`src/rtl/axi_master_connector_spill_pkg.sv`:
```
// AXI4 channel and request/response struct definitions shared by the master connector
// and everything that talks to it through the struct interface.
package axi_conf;

    localparam int unsigned AXI_ADDR_WIDTH   = 32;
    localparam int unsigned AXI_DATA_WIDTH   = 32;
    localparam int unsigned AXI_STRB_WIDTH   = AXI_DATA_WIDTH / 8;
    localparam int unsigned AXI_ID_WIDTH     = 8;
    localparam int unsigned AXI_AWUSER_WIDTH = 1;
    localparam int unsigned AXI_WUSER_WIDTH  = 1;
    localparam int unsigned AXI_BUSER_WIDTH  = 1;
    localparam int unsigned AXI_ARUSER_WIDTH = 1;
    localparam int unsigned AXI_RUSER_WIDTH  = 1;

    typedef struct packed {
        logic [AXI_ID_WIDTH-1:0]     id;
        logic [AXI_ADDR_WIDTH-1:0]   addr;
        logic [7:0]                  len;
        logic [2:0]                  size;
        logic [1:0]                  burst;
        logic                        lock;
        logic [3:0]                  cache;
        logic [2:0]                  prot;
        logic [3:0]                  qos;
        logic [3:0]                  region;
        logic [5:0]                  atop;
        logic [AXI_AWUSER_WIDTH-1:0] user;
    } aw_chan_t;

    typedef struct packed {
        logic [AXI_DATA_WIDTH-1:0]  data;
        logic [AXI_STRB_WIDTH-1:0]  strb;
        logic                       last;
        logic [AXI_WUSER_WIDTH-1:0] user;
    } w_chan_t;

    typedef struct packed {
        logic [AXI_ID_WIDTH-1:0]    id;
        logic [1:0]                 resp;
        logic [AXI_BUSER_WIDTH-1:0] user;
    } b_chan_t;

    typedef struct packed {
        logic [AXI_ID_WIDTH-1:0]     id;
        logic [AXI_ADDR_WIDTH-1:0]   addr;
        logic [7:0]                  len;
        logic [2:0]                  size;
        logic [1:0]                  burst;
        logic                        lock;
        logic [3:0]                  cache;
        logic [2:0]                  prot;
        logic [3:0]                  qos;
        logic [3:0]                  region;
        logic [AXI_ARUSER_WIDTH-1:0] user;
    } ar_chan_t;

    typedef struct packed {
        logic [AXI_ID_WIDTH-1:0]    id;
        logic [AXI_DATA_WIDTH-1:0]  data;
        logic [1:0]                 resp;
        logic                       last;
        logic [AXI_RUSER_WIDTH-1:0] user;
    } r_chan_t;

    typedef struct packed {
        aw_chan_t aw;
        logic     aw_valid;
        w_chan_t  w;
        logic     w_valid;
        logic     b_ready;
        ar_chan_t ar;
        logic     ar_valid;
        logic     r_ready;
    } req_t;

    typedef struct packed {
        logic     aw_ready;
        logic     ar_ready;
        logic     w_ready;
        logic     b_valid;
        b_chan_t  b;
        logic     r_valid;
        r_chan_t  r;
    } resp_t;

endpackage

```
`src/rtl/axi_master_connector_spill_skid_buf.sv`:
```
// Generic 2-entry register slice: ready, valid and payload leave straight from flops,
// and a full beat per cycle flows through with one cycle of latency.
module axi_skid_buf #(
    parameter type T = logic
) (
    input  logic clk_i,
    input  logic rst_ni,
    input  logic run_i,
    input  logic valid_i,
    output logic ready_o,
    input  T     data_i,
    output logic valid_o,
    input  logic ready_i,
    output T     data_o
);

    typedef enum logic [1:0] {
        OCC_EMPTY = 2'd0,
        OCC_ONE   = 2'd1,
        OCC_FULL  = 2'd2
    } occ_e;

    occ_e occ_q, occ_d;
    T     head_q, head_d;
    T     tail_q, tail_d;
    logic push, pop;

    assign ready_o = run_i & (occ_q != OCC_FULL);
    assign valid_o = (occ_q != OCC_EMPTY);
    assign data_o  = head_q;
    assign push    = valid_i & ready_o;
    assign pop     = valid_o & ready_i;

    // NOTE: every signal written here gets its hold value first, so no path leaves one unassigned (no latch).
    always_comb begin
        occ_d  = occ_q;
        head_d = head_q;
        tail_d = tail_q;
        unique case (occ_q)
            OCC_EMPTY: begin
                if (push) begin
                    head_d = data_i;
                    occ_d  = OCC_ONE;
                end
            end
            OCC_ONE: begin
                if (push && pop) begin
                    head_d = data_i;
                end else if (push) begin
                    tail_d = data_i;
                    occ_d  = OCC_FULL;
                end else if (pop) begin
                    occ_d  = OCC_EMPTY;
                end
            end
            OCC_FULL: begin
                if (pop) begin
                    head_d = tail_q;
                    occ_d  = OCC_ONE;
                end
            end
            default: occ_d = OCC_EMPTY;
        endcase
    end

    // NOTE: payload flops are reset too, so the master ports show zeros rather than X out of reset.
    always_ff @(posedge clk_i or negedge rst_ni) begin
        if (!rst_ni) begin
            occ_q  <= OCC_EMPTY;
            head_q <= '0;
            tail_q <= '0;
        end else begin
            // NOTE: non-blocking here so all flops update from the same pre-edge values.
            occ_q  <= occ_d;
            head_q <= head_d;
            tail_q <= tail_d;
        end
    end

endmodule

```
`src/rtl/axi_master_connector_spill.sv`:
```
// Flattens the struct AXI interface onto m_axi_* ports with a registered 2-entry
// slice on every channel; ready outputs stay low until the cycle after reset release.
module axi_master_connector_spill
    import axi_conf::*;
#(
    parameter int unsigned DATA_WIDTH   = AXI_DATA_WIDTH,
    parameter int unsigned ADDR_WIDTH   = AXI_ADDR_WIDTH,
    parameter int unsigned STRB_WIDTH   = DATA_WIDTH / 8,
    parameter int unsigned ID_WIDTH     = AXI_ID_WIDTH,
    parameter int unsigned AWUSER_WIDTH = AXI_AWUSER_WIDTH,
    parameter int unsigned WUSER_WIDTH  = AXI_WUSER_WIDTH,
    parameter int unsigned BUSER_WIDTH  = AXI_BUSER_WIDTH,
    parameter int unsigned ARUSER_WIDTH = AXI_ARUSER_WIDTH,
    parameter int unsigned RUSER_WIDTH  = AXI_RUSER_WIDTH
) (
    input  logic                    clk_i,
    input  logic                    rst_ni,
    input  req_t                    axi_req_i,
    output resp_t                   axi_resp_o,
    output logic [ID_WIDTH-1:0]     m_axi_awid,
    output logic [ADDR_WIDTH-1:0]   m_axi_awaddr,
    output logic [7:0]              m_axi_awlen,
    output logic [2:0]              m_axi_awsize,
    output logic [1:0]              m_axi_awburst,
    output logic                    m_axi_awlock,
    output logic [3:0]              m_axi_awcache,
    output logic [2:0]              m_axi_awprot,
    output logic [3:0]              m_axi_awqos,
    output logic [3:0]              m_axi_awregion,
    output logic [AWUSER_WIDTH-1:0] m_axi_awuser,
    output logic                    m_axi_awvalid,
    input  logic                    m_axi_awready,
    output logic [DATA_WIDTH-1:0]   m_axi_wdata,
    output logic [STRB_WIDTH-1:0]   m_axi_wstrb,
    output logic                    m_axi_wlast,
    output logic [WUSER_WIDTH-1:0]  m_axi_wuser,
    output logic                    m_axi_wvalid,
    input  logic                    m_axi_wready,
    input  logic [ID_WIDTH-1:0]     m_axi_bid,
    input  logic [1:0]              m_axi_bresp,
    input  logic [BUSER_WIDTH-1:0]  m_axi_buser,
    input  logic                    m_axi_bvalid,
    output logic                    m_axi_bready,
    output logic [ID_WIDTH-1:0]     m_axi_arid,
    output logic [ADDR_WIDTH-1:0]   m_axi_araddr,
    output logic [7:0]              m_axi_arlen,
    output logic [2:0]              m_axi_arsize,
    output logic [1:0]              m_axi_arburst,
    output logic                    m_axi_arlock,
    output logic [3:0]              m_axi_arcache,
    output logic [2:0]              m_axi_arprot,
    output logic [3:0]              m_axi_arqos,
    output logic [3:0]              m_axi_arregion,
    output logic [ARUSER_WIDTH-1:0] m_axi_aruser,
    output logic                    m_axi_arvalid,
    input  logic                    m_axi_arready,
    input  logic [ID_WIDTH-1:0]     m_axi_rid,
    input  logic [DATA_WIDTH-1:0]   m_axi_rdata,
    input  logic [1:0]              m_axi_rresp,
    input  logic                    m_axi_rlast,
    input  logic [RUSER_WIDTH-1:0]  m_axi_ruser,
    input  logic                    m_axi_rvalid,
    output logic                    m_axi_rready
);

    logic     run_q;
    aw_chan_t aw_q;
    w_chan_t  w_q;
    ar_chan_t ar_q;
    b_chan_t  b_in, b_q;
    r_chan_t  r_in, r_q;
    logic     aw_ready, w_ready, ar_ready, b_valid, r_valid;
    logic     unused_atop;

    always_ff @(posedge clk_i or negedge rst_ni) begin
        if (!rst_ni) run_q <= 1'b0;
        else         run_q <= 1'b1;
    end

    axi_skid_buf #(.T(aw_chan_t)) u_aw_buf (
        .clk_i, .rst_ni, .run_i(run_q),
        .valid_i(axi_req_i.aw_valid), .ready_o(aw_ready), .data_i(axi_req_i.aw),
        .valid_o(m_axi_awvalid), .ready_i(m_axi_awready), .data_o(aw_q)
    );

    axi_skid_buf #(.T(w_chan_t)) u_w_buf (
        .clk_i, .rst_ni, .run_i(run_q),
        .valid_i(axi_req_i.w_valid), .ready_o(w_ready), .data_i(axi_req_i.w),
        .valid_o(m_axi_wvalid), .ready_i(m_axi_wready), .data_o(w_q)
    );

    axi_skid_buf #(.T(ar_chan_t)) u_ar_buf (
        .clk_i, .rst_ni, .run_i(run_q),
        .valid_i(axi_req_i.ar_valid), .ready_o(ar_ready), .data_i(axi_req_i.ar),
        .valid_o(m_axi_arvalid), .ready_i(m_axi_arready), .data_o(ar_q)
    );

    axi_skid_buf #(.T(b_chan_t)) u_b_buf (
        .clk_i, .rst_ni, .run_i(run_q),
        .valid_i(m_axi_bvalid), .ready_o(m_axi_bready), .data_i(b_in),
        .valid_o(b_valid), .ready_i(axi_req_i.b_ready), .data_o(b_q)
    );

    axi_skid_buf #(.T(r_chan_t)) u_r_buf (
        .clk_i, .rst_ni, .run_i(run_q),
        .valid_i(m_axi_rvalid), .ready_o(m_axi_rready), .data_i(r_in),
        .valid_o(r_valid), .ready_i(axi_req_i.r_ready), .data_o(r_q)
    );

    always_comb begin
        b_in      = '0;
        b_in.id   = m_axi_bid;
        b_in.resp = m_axi_bresp;
        b_in.user = m_axi_buser;
        r_in      = '0;
        r_in.id   = m_axi_rid;
        r_in.data = m_axi_rdata;
        r_in.resp = m_axi_rresp;
        r_in.last = m_axi_rlast;
        r_in.user = m_axi_ruser;
    end

    always_comb begin
        axi_resp_o          = '0;
        axi_resp_o.aw_ready = aw_ready;
        axi_resp_o.w_ready  = w_ready;
        axi_resp_o.ar_ready = ar_ready;
        axi_resp_o.b_valid  = b_valid;
        axi_resp_o.b        = b_q;
        axi_resp_o.r_valid  = r_valid;
        axi_resp_o.r        = r_q;
    end

    // Atomics have no home on the flat port list; the field rides the buffer and is dropped.
    assign unused_atop = ^aw_q.atop;

    assign m_axi_awid     = aw_q.id;
    assign m_axi_awaddr   = aw_q.addr;
    assign m_axi_awlen    = aw_q.len;
    assign m_axi_awsize   = aw_q.size;
    assign m_axi_awburst  = aw_q.burst;
    assign m_axi_awlock   = aw_q.lock;
    assign m_axi_awcache  = aw_q.cache;
    assign m_axi_awprot   = aw_q.prot;
    assign m_axi_awqos    = aw_q.qos;
    assign m_axi_awregion = aw_q.region;
    assign m_axi_awuser   = aw_q.user;

    assign m_axi_wdata    = w_q.data;
    assign m_axi_wstrb    = w_q.strb;
    assign m_axi_wlast    = w_q.last;
    assign m_axi_wuser    = w_q.user;

    assign m_axi_arid     = ar_q.id;
    assign m_axi_araddr   = ar_q.addr;
    assign m_axi_arlen    = ar_q.len;
    assign m_axi_arsize   = ar_q.size;
    assign m_axi_arburst  = ar_q.burst;
    assign m_axi_arlock   = ar_q.lock;
    assign m_axi_arcache  = ar_q.cache;
    assign m_axi_arprot   = ar_q.prot;
    assign m_axi_arqos    = ar_q.qos;
    assign m_axi_arregion = ar_q.region;
    assign m_axi_aruser   = ar_q.user;

endmodule

```
`config.mk`:
```
export PLATFORM = sky130hd
export DESIGN_NAME = axi_master_connector_spill
export DESIGN_NICKNAME = d
export VERILOG_FILES = /design/src/rtl/axi_master_connector_spill_pkg.sv /design/src/rtl/axi_master_connector_spill_skid_buf.sv /design/src/rtl/axi_master_connector_spill.sv
export SDC_FILE = /design/constraint.sdc
export NUM_CORES = 1
export LEC_CHECK = 0
export BUFFER_PORTS_ARGS = -buffer_cell sky130_fd_sc_hd__buf_2
export CORE_MARGIN = 8
export CORE_UTILIZATION = 45
export CTS_BUF_LIST = sky130_fd_sc_hd__clkbuf_8
export DETAILED_ROUTE_END_ITERATION = 16
export PLACE_DENSITY_LB_ADDON = 0.1
export SETUP_SLACK_MARGIN = 0.02
export SLEW_MARGIN = 20
export SYNTH_ARGS = -nofsm -noshare
export SYNTH_HDL_FRONTEND = slang
export SYNTH_SLANG_ARGS = --single-unit
```
`constraint.sdc`:
```
create_clock -name clk_i -period 1.6 [get_ports clk_i]
set_input_delay 0.4 -clock clk_i [delete_from_list [all_inputs] [get_ports clk_i]]
set_output_delay 0.4 -clock clk_i [all_outputs]
set_load 0.05 [all_outputs]
```
== Yosys cells after proc, flatten, opt, wreduce, memory -nomap -nowiden ==
Index checks and enable logic that the tools add are counted.

* Add/subtract/negate cells: 0
* Multipliers: 0
* Divide/modulo/power cells: 0
* $lt $le $gt $ge: 0
* Equal/unequal tests: 40
* Shifts and indexed selects: 0
* Muxes and demuxes: 50
* Bitwise operators: 20
* Reduce and logical (&&, ||, !) cells: 35

{| class="wikitable"
|+ Operators with widths
! cell !! number
|-
| $mux 76 || 3
|-
| $pmux 76 s3 || 1
|-
| $mux 70 || 3
|-
| $pmux 70 s3 || 1
|-
| $mux 44 || 3
|-
| $pmux 44 s3 || 1
|-
| $mux 38 || 3
|-
| $pmux 38 s3 || 1
|-
| $mux 2 || 25
|-
| $reduce_and 4->1 || 10
|-
| $mux 11 || 3
|-
| $pmux 11 s3 || 1
|-
| $ne 2x1->1 const B || 15
|-
| $pmux 2 s3 || 5
|-
| $ne 2x2->1 const B || 10
|-
| $and 1x1->1 || 15
|-
| $ne 3x1->1 const B || 5
|-
| $reduce_and 3->1 || 5
|-
| $reduce_bool 3->1 || 5
|-
| $eq 2x1->1 const B || 5
|-
| $eq 2x2->1 const B || 5
|-
| $logic_not 2->1 || 5
|-
| $reduce_bool 2->1 || 5
|-
| $logic_and 1x1->1 || 5
|-
| $not 1->1 || 5
|}

* Flip-flop bits (word level): 483
* Latch bits: 0
* Memory bits (writable): 0
* Bits in read-only memories: 0
* Bits of input ports: 251
* Logic and storage cells: 220
* Memories kept: 0

== Logic depth before layout (Yosys ltp) ==
Gate-level depths: netlist of run 1.

* Word-level depth: 6
* Mapped depth: 6
* Gate-level depth less buffers: 3

== Modules after synthesis ==
A second synthesis of run 1 with hierarchy kept.

* Cell total of the unflattened synthesis: 1,406
* Area, all modules: 21,269.1 µm²

{| class="wikitable"
|+ By module, submodules not included
! module !! times used !! cells an instance !! area each (µm²) !! seq. area each (µm²)
|-
| axi_skid_buf at u_aw_buf || 1 || 437 || 6,472.5 || 3,853.7
|-
| axi_skid_buf at u_ar_buf || 1 || 404 || 6,292.3 || 3,553.4
|-
| axi_skid_buf at u_r_buf || 1 || 258 || 4,017.6 || 2,252.2
|-
| axi_skid_buf at u_w_buf || 1 || 225 || 3,280.6 || 1,951.9
|-
| axi_skid_buf at u_b_buf || 1 || 75 || 1,139.8 || 600.6
|-
| axi_master_connector_spill || 1 || 7 || 66.3 || 25.0
|}

== Worst setup path before layout of run 1 ==
OpenSTA, ideal clock, no wires.

* Path kind: flip-flop to output port
* Start point: reg u_r_buf.occ_q[1]
* End point: out m_axi_rready
* Arrival time: 1.645 ns
* Data required time: 1.200 ns
* Path slack: -0.445 ns
* Cell stages (with the launch flop): 5
* Cell sequence: dfrtp_1 nor2b_1 buf_2 buf_2 nor2b_1

* Cells in the longest elaborated chain, start to end: 2

{| class="wikitable"
|+ RTL lines
! item !! line !! text
|-
| start: declaration || axi_master_connector_spill_skid_buf.sv:23 || <nowiki>occ_e occ_q, occ_d;</nowiki>
|-
| start signal: assignment || axi_master_connector_spill_skid_buf.sv:69 || <nowiki>occ_q <= OCC_EMPTY;</nowiki>
|-
| start signal: assignment || axi_master_connector_spill_skid_buf.sv:74 || <nowiki>occ_q <= occ_d;</nowiki>
|-
| $ne 2x2->1 || axi_master_connector_spill_skid_buf.sv:28 || <nowiki>assign ready_o = run_i & (occ_q != OCC_FULL);</nowiki>
|-
| $and 1x1->1 || axi_master_connector_spill_skid_buf.sv:28 ||
|-
| end: declaration || axi_master_connector_spill.sv:63 || <nowiki>output logic m_axi_rready</nowiki>
|}

Every way passes these cells.

== Worst setup path in the final report of run 1 ==
Ends and elaborated chain as after synthesis.

==> summary.md, run 1 <==
| Metric | Value |
|---|---|
| Crit. End Element | `primary output` |
| Critical path class | `register to primary output` |
| Maximum clock frequency | `0.4986 GHz` |
| Sequential power share | `0.357` |
| Number of buffers added on ports | `487` |
| Layout cells sized above 1 | `0.6853` |
| Yosys top cell by area | `dfrtp_1` |
| DP HPWL | `39820 um` |
| Leakage power | `0.01676 uW` |
| Die ar. | `0.05324 sq mm` |
| Number of global-route vias before repair | `17100` |
| CTS tree | `done` |
| Grt met2 use | `0.4087` |
| Total Power | `54140 uW` |
| Reg2Reg Launch Point | `run_q` |
| CP max FO | `3` |
| Mapped cell area | `0.02075 sq mm` |
| CORE AREA | `0.04548 sq mm` |
| First-pass GRT wire length | `101300 um` |
| Worst r2r dst | `u_ar_buf.data_o[6]` |
| Util after Layout | `0.7803` |
| Syn Nets | `1575` |
| Pre-CTS worst setup slack | `-0.3804 ns` |
| DRT iter0 DRCs | `724` |
| Clk slew on worst S/H paths | `0.07 ns` |
| GRT met1 Usage | `0.2906` |
| Critical Path Start Type | `register` |
| Vias | `15870` |
| Reg2reg setup slack | `-0.33 ns` |
| Post-synthesis cell count | `1324` |
| Internal Power | `34440 uW` |
| CP required | `1.20 ns` |
| Initial Utilization | `0.4563` |
| GRT Overall Usage | `0.2421` |
| Busiest layer in global routing | `met2` |
| Post-synthesis register bit count | `477` |
| Ys flop type | `dfrtp_1` |
| Drt wl/cell | `24.39 um` |
| P_sw | `19710 uW` |
| Sw Ratio | `0.3640` |
| Met3 Use GR | `0.07481` |
| Hold_sp | `axi_req_i[0]` |
| CTS Buffer Depth | `3` |
| Clock latency on the worst-skew pair | `0.65 ns` |
| Largest cells by area after synthesis | `dfrtp_1 58%, mux2_2 34%, mux2_1 4.4%` |
| Fillers | `2451` |
| Final hold vios | `0` |
| Worst min-delay path category | `input pin to register` |
| Post-synth ARST share | `1.000` |
| Tmin final | `2.005 ns` |
| Netlist cell types | `29` |
| Logic pwr share | `0.434` |
| Worst setup path end | `m_axi_rready` |
| Syn-to-layout area delta | `71.02%` |
| Row Count | `78` |
| Reg2Reg Depth | `7` |
| Pre-antenna DRT Iters | `4` |
| Initial antenna violation count | `11` |
| PnR worst setup slack | `-0.4054 ns` |
| Status | `finished, violations left` |
| Global route total overflow | `0` |
| Final Wtd Congestion | `0.7652` |
| Root buf cell | `clkbuf_8` |
| # DRC | `0` |
| Hold_ws | `0.1055 ns` |
| Layout Skew | `0.02098 ns` |
| Via-to-Cell Ratio | `5.158` |
| Top cell type's share of synthesized area | `0.5752` |
| H-tree depth | `3` |
| Peak VDD IR | `1.302 mV` |
| # IOs | `494` |
| Unrepaired setup endpoints after global routing | `true` |
| PwrDens | `1526 mW/mm^2` |
| Largest net degree at the start of global routing | `63` |
| Worst Path Arrival | `1.61 ns` |
| ANT nets after route | `0` |
| Top-count cell post-synth | `mux2_2` |
| Seq/Total Area, Yosys | `0.5752` |
| Maxcap violations | `0` |
| Ys Warns | `0` |
| Total routed wirelength | `75020 um` |
| Failing checks | `negative setup slack` |
| Post-synth EDFFs | `0` |
| Power share of the clock group | `0.210` |
| Critical path origin | `u_r_buf.occ_q[1]` |
| Slew Limit Fails | `0` |
| Clk sink count | `477` |
| Final period utilization | `1.253` |
| Die Span X | `230.7 um` |
| Mean Syn Cell Area | `15.67 sq um` |
| # nets final | `2658` |
| Die Ht | `230.7 um` |
| Total CTS buffers | `82` |
| Final setup viols | `578` |
| Top cells by count, synth | `619 x mux2_2, 477 x dfrtp_1, 81 x mux2_1` |
## cell families after synthesis
group                  after synthesis  synth area share
multiplexers                       702            0.3808
XOR/XNOR                             3          0.001266
buffers and inverters               87           0.02339
AND/OR/NAND/NOR                     39           0.01260
other                                1         0.0001807
flip-flops                         477            0.5752
AO/OA/AOI/OAI                       15          0.006512
## metrics by stage
| step | instances | cell area, sq um | setup TNS (ns) |
|---|---|---|---|
| after detailed placement | 2434 | 24890 | -117.03 |
| after floorplan | 1324 | 20890 | -4.130 |
| after global placement | 2434 | 24890 | -96.57 |
| final | 3076 | 35490 | -96.06 |
| after CTS | 2937 | 32310 | -122.78 |
| after global routing | 3076 | 35490 | -136.89 |
## layer usage
layer	part of all wire	vias up
met1	0.39	8209
met3	0.063	174
met2	0.51	523
li1	-	6951
met4	0.037	8
met5	0.00065	-
## layout by cell type (no fill, tap or decap), types with 5 or more instances in the layout
master	instances
dfrtp_1	470
mux2_4	400
mux2_2	294
buf_6	292
buf_2	244
dlygate4sd3_1	236
buf_4	177
clkbuf_8	102
buf_12	69
inv_1	39
buf_16	29
buf_8	18
clkbuf_16	15
nor2b_4	12
diode_2	7
clkinv_2	7
dfrtp_2	7
mux2_1	6
a21o_1	5
or2_4	5
## worst min path at each step
| stage | end | slack [ns] | depth (start not counted) |
|---|---|---|---|
| 3_3_place_gp | u_ar_buf.tail_q[8] | 0.26 | 1 |
| 2_1_floorplan | run_q | 0.10 | 0 |
| 4_1_cts | u_r_buf.occ_q[1] | 0.01 | 3 |
| 6_report | u_r_buf.occ_q[1] | 0.11 | 3 |
| 5_1_grt | u_r_buf.occ_q[1] | 0.07 | 3 |
| 3_5_place_dp | u_ar_buf.tail_q[8] | 0.27 | 1 |
## registers in the layout (all words and copies together), names as in the netlist
register	flops
u_ar_buf.occ_q	2
u_b_buf.tail_q	11
run_q	1
u_ar_buf.data_o	70
u_w_buf.data_o	38
u_r_buf.occ_q	2
u_r_buf.tail_q	44
u_b_buf.occ_q	2
u_aw_buf.occ_q	2
u_w_buf.occ_q	2
u_b_buf.data_o	11
u_w_buf.tail_q	38
u_r_buf.data_o	44
u_aw_buf.tail_q	70
u_ar_buf.tail_q	70
u_aw_buf.data_o	70
## critical path, stage by stage (launching register included)
cell and delay [ns]:
dfrtp_2 0.42, nor2b_4 0.13, buf_6 0.12, nor2b_4 0.12, buf_8 0.16
## final cells by class
type / instances / area [sq um] / area share
clock inverter: 44 / 256.5 / 0.007228
inverter: 6 / 22.52 / 0.0006346
tap: 600 / 750.7 / 0.02115
timing repair buffer: 1080 / 11030 / 0.3107
antenna: 7 / 17.52 / 0.0004936
multi-input combinational: 760 / 10070 / 0.2836
clock buffer: 102 / 1404 / 0.03956
sequential: 477 / 11950 / 0.3366
## power by group through the flow
stage          sequential (uW)  clock [uW]  combinational, uW
2_1_floorplan            24400           0               5020
4_1_cts                  18400       11400              18600
3_3_place_gp             18300           0              15400
3_5_place_dp             18500           0              15700
5_1_grt                  19600       12100              24400
6_report                 19300       11300              23500
## what timing repair did
| action | CTS | global route |
|---|---|---|
| endpoints found under the setup margin | 708 | 710 |
| resized for setup | 427 | 918 |
| pin swaps | 12 | 8 |
| hold endpoints to repair | 446 | 0 |
| gates cloned | 43 | 16 |
| hold buffers | 236 | 0 |
| setup buffers | 82 | 150 |
(Power assumes the default switching activity.)
==> run 2: changes to the inputs <==
--- a/config.mk
+++ b/config.mk
@@ -11,6 +11,7 @@
 export CTS_BUF_LIST = sky130_fd_sc_hd__clkbuf_8
 export DETAILED_ROUTE_END_ITERATION = 16
 export PLACE_DENSITY_LB_ADDON = 0.1
+export REMOVE_ABC_BUFFERS = 1
 export SETUP_SLACK_MARGIN = 0.02
 export SLEW_MARGIN = 20
 export SYNTH_ARGS = -nofsm -noshare
==> summary.md, run 2 (synthesis results as in run 1) <==
| Metric | Value |
|---|---|
| CP required | `1.20 ns` |
| Unrepaired setup endpoints after global routing | `true` |
| Peak VDD IR | `1.328 mV` |
| Layout cells sized above 1 | `0.6934` |
| Delay-heaviest family, CP | `flip-flops` |
| Initial antenna violation count | `10` |
| Final period utilization | `1.305` |
| # IOs | `494` |
| Tmin final | `2.088 ns` |
| Die Span X | `230.7 um` |
| Pre-antenna DRT Iters | `5` |
| Critical Path Start Type | `register` |
| PwrDens | `1538 mW/mm^2` |
| Final Wtd Congestion | `0.7560` |
| Most frequent cells in the layout | `513 x mux2_4, 474 x dfrtp_1, 292 x buf_6` |
| Total CTS buffers | `82` |
| GRT Overall Usage | `0.2789` |
| Final hold vios | `0` |
| CORE AREA | `0.04548 sq mm` |
| Maxcap violations | `0` |
| DRT iter0 DRCs | `856` |
| Critical path class | `register to primary output` |
| Total routed wirelength | `81910 um` |
| # DRC | `0` |
| Pre-CTS worst setup slack | `-0.2719 ns` |
| Fillers | `2276` |
| Final setup viols | `700` |
| Maximum clock frequency | `0.4790 GHz` |
| DP HPWL | `39900 um` |
| Global route total overflow | `0` |
| Layout Skew | `0.03246 ns` |
| Failing checks | `negative setup slack` |
| CTS Buffer Depth | `3` |
| # nets final | `2687` |
| Slew Limit Fails | `0` |
| Worst Path Arrival | `1.69 ns` |
| Status | `finished, violations left` |
| ANT nets after route | `0` |
| Most common library cell in the layout ignoring fill and taps | `mux2_4` |
| Initial Utilization | `0.4563` |
| Clk slew on worst S/H paths | `0.06 ns` |
| Crit path depth | `4` |
| Max stage delay cell, worst path | `dfrtp_1` |
| H-tree depth | `3` |
| Vias | `16370` |
| Root buf cell | `clkbuf_8` |
| Number of global-route vias before repair | `18650` |
| Reg2Reg Depth | `7` |
| PnR worst setup slack | `-0.4878 ns` |
| Number of buffers added on ports | `487` |
| Crit. End Element | `primary output` |
| Clk sink count | `477` |
| Largest net degree at the start of global routing | `61` |
| CTS tree | `done` |
| Worst path max stage delay | `0.43 ns` |
| Hold Path Stages | `3` |
| Clock latency on the worst-skew pair | `0.69 ns` |
| Total Power | `56290 uW` |
| Leakage power | `0.01741 uW` |
| Row Count | `78` |
| Worst min-delay path category | `input pin to register` |
| Via-to-Cell Ratio | `5.272` |
| Die ar. | `0.05324 sq mm` |
| Most used cell, CP | `nor2b_4` |
| First-pass GRT wire length | `115100 um` |
| Die Ht | `230.7 um` |
| CP max FO | `3` |
| CP bufs+invs | `2` |
| Drt wl/cell | `26.38 um` |
| Crit-path cells | `nor2b_4 -> buf_12 -> nor2b_4 -> buf_8` |
| Syn-to-layout area delta | `76.35%` |
[run 2: cell count changes in the layout (fill, tap and decap cells not counted), sizes merged]
| cell | previous run | this run |
|---|---|---|
| clkbuf | 117 | 116 |
| clkinv | 7 | 6 |
| dlygate4sd3 | 236 | 235 |
| buf | 829 | 869 |
| inv | 39 | 30 |
| bufinv | 3 | 4 |
[run 2: final cells by class]
type / count / area [sq um] / area share
Sequential cell: 477 / 11940 / 0.3263
Timing Repair Buffer: 1109 / 11590 / 0.3167
Multi-Input combinational cell: 760 / 10500 / 0.2869
Clock buffer: 111 / 1528 / 0.04175
Tap cell: 600 / 750.7 / 0.02051
Clock inverter: 35 / 247.7 / 0.006770
Inverter: 6 / 22.52 / 0.0006154
Antenna cell: 7 / 17.52 / 0.0004787
[run 2: through the flow]
| stage | instances | setup TNS [ns] | hold WS, ns | utilization | instance area [sq um] |
|---|---|---|---|---|---|
| 2_1_floorplan | 1243 | -1295.54 | 0.1044 | - | 20290 |
| 3_3_place_gp | 2425 | -71.87 | 0.3210 | 0.5460 | 24830 |
| 3_5_place_dp | 2425 | -88.21 | 0.3299 | 0.5460 | 24830 |
| 4_1_cts | 3020 | -139.65 | 0.002600 | 0.7800 | 35470 |
| 5_1_grt | 3105 | -164.69 | 0.03500 | 0.8047 | 36600 |
| 6_report | 3105 | -125.19 | 0.04127 | 0.8047 | 36600 |
[run 2: repair_timing]
| item | in CTS | in global routing |
|---|---|---|
| buffers inserted | 150 | 128 |
| endpoints found under the hold margin | 370 | 0 |
| endpoints found under the setup margin | 709 | 715 |
| pin swaps | 11 | 13 |
| gates cloned | 66 | 5 |
| resized for setup | 1014 | 284 |
| hold buffers | 235 | 0 |
[run 2: metal layers]
metal	GRT usage	up-vias	part of all wire
met5	0	-	0.00052
met4	0.1255	6	0.043
met3	0.08756	216	0.067
met2	0.4733	627	0.50
met1	0.3213	8501	0.39
li1	-	7019	-
[run 2: where the power goes]
part | internal [uW] | switching (uW)
logic | 12700 | 11900
clock network | 6800 | 5410
registers | 16300 | 3180
[run 2: worst min-delay path, stage by stage]
cell	delay, ns
buf_2	0.13
inv_1	0.05
a21o_1	0.09
[run 2: worst paths after layout]
kind / startpoint / endpoint / slack [ns]
worst max-delay path: u_aw_buf.occ_q[1] / axi_resp_o[59] / -0.49
worst min-delay path: axi_req_i[72] / u_b_buf.occ_q[1] / 0.04
worst max register to register: u_aw_buf.occ_q[1] / u_aw_buf.data_o[69] / -0.41
worst min register to register: u_r_buf.tail_q[18] / u_r_buf.tail_q[18] / 0.51
max in group asynchronous: rst_ni / u_aw_buf.data_o[26] / 0.57
min in group asynchronous: rst_ni / u_w_buf.data_o[23] / 0.28
==> run 3: changes to the inputs <==
==> constraint.sdc (replaced) <==
create_clock -name clk_i -period 1.6 [get_ports clk_i]
set_input_delay 0.4 -clock clk_i [delete_from_list [all_inputs] [get_ports clk_i]]
set_output_delay 0.4 -clock clk_i [all_outputs]
set_load 0.01 [all_outputs]
==> summary.md, run 3 (synthesis results as in run 1) <==
| Metric | Value |
|---|---|
| Leakage power | `0.01528 uW` |
| Clk slew on worst S/H paths | `0.06 ns` |
| Critical path class | `register to primary output` |
| PnR worst setup slack | `-0.3907 ns` |
| Sequential power share | `0.431` |
| Clock latency on the worst-skew pair | `0.65 ns` |
| Global route total overflow | `0` |
| Total CTS buffers | `84` |
| Vias | `14930` |
| # DRC | `0` |
| Initial Utilization | `0.4563` |
| Failing checks | `negative setup slack` |
| Critical Path Start Type | `register` |
| Clk sink count | `477` |
| Hold endpoint | `u_aw_buf.occ_q[1]` |
| Worst Path Arrival | `1.59 ns` |
| Tmin final | `1.991 ns` |
| Via-to-Cell Ratio | `5.112` |
| Row Count | `78` |
| Reg2Reg Launch Point | `u_ar_buf.occ_q[0]` |
| Die ar. | `0.05324 sq mm` |
| Internal Power | `30800 uW` |
| H-tree depth | `3` |
| Number of buffers added on ports | `487` |
| # IOs | `494` |
| Hold_sp | `m_axi_awready` |
| Reg2Reg Depth | `9` |
| Number of global-route vias before repair | `16800` |
| Worst r2r dst | `u_ar_buf.data_o[45]` |
| Placed instance count | `2424` |
| Pre-antenna DRT Iters | `4` |
| Worst path max stage delay | `0.44 ns` |
| CP max FO | `4` |
| Reg2reg setup slack | `-0.37 ns` |
| Final period utilization | `1.244` |
| Fin cells | `2921` |
| Layout cells sized above 1 | `0.6622` |
| Power share of the clock group | `0.254` |
| Final Wtd Congestion | `0.7591` |
| Crit path depth | `4` |
| Syn-to-layout area delta | `56.26%` |
| Initial antenna violation count | `13` |
| GRT Overall Usage | `0.2409` |
| ANT nets after route | `0` |
| Max stage delay cell, worst path | `dfrtp_2` |
| Slew Limit Fails | `0` |
| CORE AREA | `0.04548 sq mm` |
| Largest net degree at the start of global routing | `61` |
| PwrDens | `1335 mW/mm^2` |
| Most frequent cells in the layout | `477 x buf_2, 473 x dfrtp_1, 359 x mux2_4` |
| Status | `finished, violations left` |
| Pre-CTS worst setup slack | `-0.2808 ns` |
| Fillers | `3017` |
| Maxcap violations | `0` |
| Root buf cell | `clkbuf_8` |
| Die Ht | `230.7 um` |
| DRT iter0 DRCs | `556` |
| Multi-input logic area | `0.009879 sq mm` |
| Sequential cell area | `0.01194 sq mm` |
| CP bufs+invs | `2` |
| Final hold vios | `0` |
| Total routed wirelength | `66790 um` |
| P_sw | `12500 uW` |
| First-pass GRT wire length | `100800 um` |
| Drt wl/cell | `22.87 um` |
| # nets final | `2507` |
| Delay-heaviest family, CP | `flip-flops` |
| Final setup viols | `451` |
| Unrepaired setup endpoints after global routing | `true` |
| Worst min-delay path category | `input pin to register` |
| Most common library cell in the layout ignoring fill and taps | `buf_2` |
| Logic pwr share | `0.315` |
| CTS tree | `done` |
| Die Span X | `230.7 um` |
| Crit. End Element | `primary output` |
| Util after Layout | `0.7130` |
| Layout Skew | `0.02405 ns` |
| Hold Path Stages | `3` |
| Peak VDD IR | `0.9461 mV` |
| Crit-path cells | `nor2b_4 -> buf_6 -> nor2b_1 -> buf_4` |
| CP required | `1.20 ns` |
| Sw Ratio | `0.2887` |
| CTS Buffer Depth | `3` |
| DP HPWL | `40010 um` |
| Maximum clock frequency | `0.5023 GHz` |
[run 3: changes by cell type in the layout (fill, tap and decap cells not counted), sizes merged]
cell         previous run  this run
buf                   869       677
inv                    30        36
bufinv                  4         1
bufbuf                  0         2
clkinv                  6         4
diode                   7         9
clkbuf                116       117
clkinvlp                1         2
dlygate4sd3           235       236
[run 3: tightest hold or removal path, stage by stage]
cell    delay [ns]
buf_2         0.13
inv_1         0.08
a21o_1        0.10
[run 3: power groups by stage]
stage | clock network, uW | registers, uW | logic (uW)
floorplan | 0 | 18900 | 4800
global placement | 0 | 18200 | 9620
detailed placement | 0 | 18500 | 9930
CTS | 11300 | 18400 | 12800
global route | 11800 | 19100 | 14500
finish | 11000 | 18700 | 13600
[run 3: area by class of cell]
type | instances | share of cell area
clock inverters | 37 | 0.005479
diodes | 9 | 0.0006946
flip-flops and latches | 477 | 0.3683
inverters | 6 | 0.0006946
well taps | 600 | 0.02315
repair buffers | 927 | 0.2525
multi-input cells | 760 | 0.3047
clock buffers | 105 | 0.04457
[run 3: what timing repair did]
| item | 4_1_cts | 5_1_grt |
|---|---|---|
| hold buffers | 236 | 0 |
| hold endpoints to repair | 309 | 0 |
| setup endpoints to repair | 708 | 711 |
| pin swaps | 5 | 8 |
| gates cloned | 37 | 15 |
| resized for setup | 367 | 192 |
| setup buffers | 64 | 30 |
[run 3: worst max-delay path by stage]
stage / startpoint / end / slack, ns
6_report: u_r_buf.occ_q[1] / m_axi_rready / -0.39
5_1_grt: u_r_buf.occ_q[1] / m_axi_rready / -0.47
4_1_cts: u_r_buf.occ_q[1] / m_axi_rready / -0.44
3_5_place_dp: run_q / u_ar_buf.data_o[42] / -0.28
3_3_place_gp: run_q / u_ar_buf.data_o[1] / -0.24
2_1_floorplan: m_axi_arready / u_ar_buf.tail_q[0] / -5.04
[run 3: through the flow]
step                      total power, uW  setup TNS [ns]  hold WS [ns]  cell area, sq um
after detailed placement            28440          -82.72        0.3339             24820
final                               43300          -95.35        0.1043             32430
after CTS                           42480         -129.43       0.01966             31700
after global placement              27870          -70.51        0.3221             24820
after global routing                45430         -139.61       0.07182             32430
after floorplan                     23690        -1292.81        0.1044             20290
[run 3: layer usage]
metal	track usage	part of all wire	routed length (um)	up-vias
met3	0.07677	0.065	4361	148
met1	0.2933	0.41	27430	7671
met4	0.09741	0.035	2364	8
met5	0	0.00075	50	-
met2	0.3946	0.49	32590	447
li1	-	-	-	6659
